--- src/rtl/rs_pkg.sv ---
// Shared types and defaults for the RS latch button driver.
package rs_pkg;

   typedef enum logic [1:0] {
      IDLE,
      SET_PULSE,
      RST_PULSE,
      LOCK
   } state_t;

   localparam int DEBOUNCE_CYCLES_DEF = 8;
   localparam int PULSE_CYCLES_DEF    = 4;

endpackage

--- src/rtl/rs_debounce.sv ---
// Two-flop synchroniser, debounce counter and registered rising-edge strobe
// for one raw push-button.
module rs_debounce
   import rs_pkg::*;
#(
   parameter int DEBOUNCE_CYCLES = DEBOUNCE_CYCLES_DEF
) (
   input  logic clk,
   input  logic rst_n,
   input  logic raw,
   output logic level,
   output logic rise
);

   localparam int CW = $clog2(DEBOUNCE_CYCLES);
   localparam logic [CW-1:0] CNT_LAST = CW'(DEBOUNCE_CYCLES - 1);

   logic          sync1;
   logic          sync2;
   logic [CW-1:0] cnt;

   always_ff @(posedge clk or negedge rst_n) begin
      if (!rst_n) begin
         sync1 <= 1'b0;
         sync2 <= 1'b0;
         level <= 1'b0;
         rise  <= 1'b0;
         cnt   <= '0;
      end else begin
         sync1 <= raw;
         sync2 <= sync1;
         rise  <= 1'b0;
         // Any agreeing cycle restarts the stability count
         if (sync2 == level) begin
            cnt <= '0;
         end else if (cnt == CNT_LAST) begin
            level <= sync2;
            rise  <= sync2;
            cnt   <= '0;
         end else begin
            cnt <= cnt + 1'b1;
         end
      end
   end

endmodule

--- src/rtl/rs_button_driver.sv ---
// Debounced set/reset buttons to fixed-width S/R pulses; a simultaneous
// press locks out until both buttons are released.
module rs_button_driver
   import rs_pkg::*;
#(
   parameter int DEBOUNCE_CYCLES = DEBOUNCE_CYCLES_DEF,
   parameter int PULSE_CYCLES    = PULSE_CYCLES_DEF
) (
   input  logic clk,
   input  logic rst_n,
   input  logic btn_set,
   input  logic btn_reset,
   output logic S,
   output logic R,
   output logic busy,
   output logic conflict
);

   localparam int PW = $clog2(PULSE_CYCLES + 1);
   localparam logic [PW-1:0] PULSE_LAST = PW'(PULSE_CYCLES - 1);

   state_t        state;
   state_t        state_nx;
   logic [PW-1:0] pcnt;
   logic [PW-1:0] pcnt_nx;
   logic          conflict_nx;
   logic          set_level;
   logic          set_rise;
   logic          rst_level;
   logic          rst_rise;

   rs_debounce #(
      .DEBOUNCE_CYCLES(DEBOUNCE_CYCLES)
   ) u_db_set (
      .clk  (clk),
      .rst_n(rst_n),
      .raw  (btn_set),
      .level(set_level),
      .rise (set_rise)
   );

   rs_debounce #(
      .DEBOUNCE_CYCLES(DEBOUNCE_CYCLES)
   ) u_db_rst (
      .clk  (clk),
      .rst_n(rst_n),
      .raw  (btn_reset),
      .level(rst_level),
      .rise (rst_rise)
   );

   always_comb begin
      state_nx    = state;
      pcnt_nx     = pcnt;
      conflict_nx = 1'b0;
      unique case (state)
         IDLE: begin
            pcnt_nx = '0;
            if (set_rise && rst_rise) begin
               state_nx    = LOCK;
               conflict_nx = 1'b1;
            end else if (set_rise) begin
               state_nx = SET_PULSE;
            end else if (rst_rise) begin
               state_nx = RST_PULSE;
            end
         end
         SET_PULSE, RST_PULSE: begin
            // Strobes are ignored here, so presses during a pulse are dropped
            if (pcnt == PULSE_LAST) begin
               state_nx = IDLE;
               pcnt_nx  = '0;
            end else begin
               pcnt_nx = pcnt + 1'b1;
            end
         end
         LOCK: begin
            if (!set_level && !rst_level) begin
               state_nx = IDLE;
            end
         end
         default: begin
            state_nx = IDLE;
            pcnt_nx  = '0;
         end
      endcase
   end

   // Outputs are flops loaded from the next state, so S and R are glitch-free
   always_ff @(posedge clk or negedge rst_n) begin
      if (!rst_n) begin
         state    <= IDLE;
         pcnt     <= '0;
         S        <= 1'b0;
         R        <= 1'b0;
         busy     <= 1'b0;
         conflict <= 1'b0;
      end else begin
         state    <= state_nx;
         pcnt     <= pcnt_nx;
         S        <= (state_nx == SET_PULSE);
         R        <= (state_nx == RST_PULSE);
         busy     <= (state_nx != IDLE);
         conflict <= conflict_nx;
      end
   end

endmodule

--- config.mk ---
export PLATFORM = sky130hd
export DESIGN_NAME = rs_button_driver
export DESIGN_NICKNAME = d
export VERILOG_FILES = /design/src/rtl/rs_pkg.sv /design/src/rtl/rs_debounce.sv /design/src/rtl/rs_button_driver.sv
export SDC_FILE = /design/constraint.sdc
export NUM_CORES = 1
export LEC_CHECK = 0
export CAP_MARGIN = 15
export CORE_ASPECT_RATIO = 1.5
export CORE_MARGIN = 2
export CORE_UTILIZATION = 30
export DETAILED_ROUTE_END_ITERATION = 7
export GPL_TIMING_DRIVEN = 0
export SLEW_MARGIN = 40
export SYNTH_ARGS = -nofsm -noshare
export SYNTH_HDL_FRONTEND = slang
export SYNTH_HIERARCHICAL = 1
export SYNTH_SLANG_ARGS = --single-unit
--- constraint.sdc ---
create_clock -name clk -period 1.47 [get_ports clk]
set_clock_uncertainty 0.05 [all_clocks]
set_input_delay 0.294 -clock clk [delete_from_list [all_inputs] [get_ports clk]]
set_output_delay 0.294 -clock clk [all_outputs]
set_load 0.005 [all_outputs]
==> results.ini <==
[outcome]
status = completed

[grt]
grt-ovfl-total = 0
antenna_found_initial = 0
grt_pass1_wl_mm = 2.870
grt_max_degree = 24
grt_pass1_vias = 654
track_usage = 0.1013

[routing]
route.detailed.drc = 0
ant_nets = 0
wirelength_mm = 1.575
first_pass_iters = 4
routedWlPerCell_um = 11.75
drtIter0Drc = 15
vias_per_cell = 4.724
vias = 633

[finish]
multi_input_area_um2 = 426.7
drive_gt1_frac = 0.2872
stdcell_count = 134
nNetsFinal = 108
antennaDiodeCount = 0
area_delta_synth_final_pct = 25.60
fillers = 296
regArea_um2 = 578.1

[sta]
slew_headroom = 0.6624
hold_violations = 0
max_clock_freq_mhz = 705.5
period_needed_ns = 1.417
rsz0062_at_grt = false
setup_viol = 0
holdWs_ns = 0.3056
slew_violations = 0
finalCritPeriodShare = 0.9643
tns_ns = 0
worst_pin_slew_ns = 0.5064

[die]
die_area_um2 = 3757
core_um2 = 3128
die_w_um = 50.72
die_h_um = 74.08
start_util = 0.3140
pin_count = 8
row_count = 25

[cts]
htreeDepth = 1
clk-insertion-delay-late_ns = 0.26
cts-root-buf = clkbuf_8
cts_tree = done
cts_buffer_depth = 2
path_clk_slew_ns = 0.08
numCtsBuffers = 3
cts_sinks = 23

[placement]
io_buffers = 7
gp_congestion = 0.8985
hpwl_mm = 1.084
placedCellCount = 126

[synthesis]
synthTopCellsByCount = dfrtp_1 (23), ha_1 (9), nand2_1 (7)
synth_top_cell_by_area = dfrtp_1
yosysWarnings = 6
syn_area_per_cell_um2 = 12.43
synth-xor-area-share = 0.01783
synth_edf_count = 0
synth_top_family_by_area = simple AND/OR/NAND/NOR gates
ys_top_cells_by_area = dfrtp_1 (59%), ha_1 (11%), o21ai_0 (3.1%)
synth-async-reset-ratio = 1.000
synth-seq-cells = 23
synth_fa_ha_area_frac = 0.1146
syn_area_um2 = 982.2
ys_types = 22
yosysTopAreaCellShare = 0.5860
synth-compound-area-share = 0.1236
ys_seq_area_frac = 0.5860
yosys.area_share.simple = 0.1350
syn_nets = 92
synthCells = 79
yosys.cell_count.top_type = dfrtp_1
muxShareOfSynthArea = 0
synth-main-ff-cell = dfrtp_1

[pwr]
peakVddDrop_mv = 0.6866
p_per_area_nw_per_um2 = 1750
leakage_uw = 0.0006429

[worst_setup_path]
cpPeakStageDelay_ns = 0.49
crit_family = buffers and inverters
critPathBufInv = 1
path_max_fanout = 1
worst_path_max_delay_cell = clkdlybuf4s50_1
cp-start-kind = register
worstSetupPathType = reg -> out
cp.required_ns = 1.13
worstPathArrival_ns = 1.07
endpoint_kind = primary output
crit_chain = clkdlybuf4s50_1

[worst_hold_path]
hold_class = reg -> reg

[flow_run]
maxCapViolCount = 0

==> cell families (layout without fill, tap and decap cells) <==
| kind of cell | Yosys count | after routing |
|---|---|---|
| flops | 23 | 23 |
| compound gates | 17 | 17 |
| fa+ha+maj | 9 | 9 |
| buf+inv | 6 | 21 |
| xor+xnor | 2 | 2 |
| simple gates | 22 | 22 |
==> metal layers <==
metal	vias to the layer above	global-route usage	share of wire	routed length [um]
met5	-	0	0	0
met4	0	0.05105	0.023	36
met3	6	0.01807	0.041	65
met2	18	0.1842	0.54	856
met1	310	0.1127	0.39	617
li1	299	-	-	-
==> worst register-to-register path, stage by stage (launching register included) <==
cell	delay [ns]
dfrtp_2	0.44
buf_4	0.17
ha_1	0.20
o21ai_2	0.09
a2bb2oi_4	0.23
o22ai_2	0.11
==> worst paths after layout <==
kind / depth (start not counted) / startpoint / endpoint / slack (ns)
worst max-delay path: 1 / conflict / conflict / 0.05
worst min-delay path: 0 / u_db_rst/sync1 / u_db_rst/sync2 / 0.31
worst max register to register: 5 / state[0] / state[0] / 0.06
worst min register to register: 0 / u_db_rst/sync1 / u_db_rst/sync2 / 0.31
max in group asynchronous: 2 / rst_n / state[0] / 0.52
min in group asynchronous: 2 / rst_n / pcnt[0] / 0.48
==> where the power goes <==
| part | switching, uW | internal (uW) |
|---|---|---|
| Sequential | 107 | 792 |
| Combinational | 423 | 443 |
| Clock | 205 | 189 |
==> timing repair <==
action                                  CTS  global route
endpoints found under the hold margin    23             0
resized for setup                         6             9
hold buffers                              1             0
endpoints found under the setup margin    4             7
buffers inserted                          3             0
pin swaps                                 1             1
==> registers in the layout (all words and copies together) (netlist names) <==
name / cells
u_db_set/rise: 1
u_db_rst/level: 1
pcnt: 3
u_db_rst/cnt: 3
u_db_set/sync2: 1
S: 1
u_db_rst/sync1: 1
u_db_rst/sync2: 1
u_db_set/sync1: 1
conflict: 1
state: 2
u_db_set/cnt: 3
u_db_rst/rise: 1
R: 1
busy: 1
u_db_set/level: 1
==> layout by cell type (no fill, tap or decap) <==
cell / n
ha_1: 7
inv_1: 4
and2_2: 4
o21ai_0: 6
clkdlybuf4s50_1: 3
or2_2: 1
dlygate4sd3_1: 1
o32ai_2: 1
o21ai_2: 1
ha_2: 1
and3_1: 1
dlymetal6s2s_1: 3
a21oi_1: 3
nor3b_2: 2
nand2_1: 7
clkinv_2: 1
nand2b_1: 2
xor2_1: 2
nor2_1: 3
inv_4: 2
o22ai_2: 1
a2bb2oi_4: 1
clkbuf_8: 3
dfrtp_2: 2
o21a_1: 1
a32oi_1: 2
nor2b_2: 1
buf_2: 1
ha_4: 1
o2bb2ai_2: 1
dfrtp_1: 21
nor2b_1: 1
buf_4: 3
==> layout make-up <==
type                            count  area share
Clock inverter                      1    0.004057
Timing Repair Buffer               11     0.08519
Sequential cell                    23      0.4686
Inverter                            6     0.02231
Clock buffer                        3     0.03347
Tap cell                           40     0.04057
Multi-Input combinational cell     50      0.3458
==> stage by stage <==
step           setup slack [ns]    util  power (uW)  instance area (um^2)
3_5_place_dp            -0.2000  0.3508        1580                  1097
6_report                0.05253  0.3944        2159                  1234
3_3_place_gp            -0.1470  0.3524        1533                  1102
5_1_grt                0.008337  0.3944        2345                  1234
4_1_cts                0.007627  0.3820        2093                  1195
2_1_floorplan          0.008647       -        1366                 982.2
Note: power is estimated with default switching activity, not from simulation.
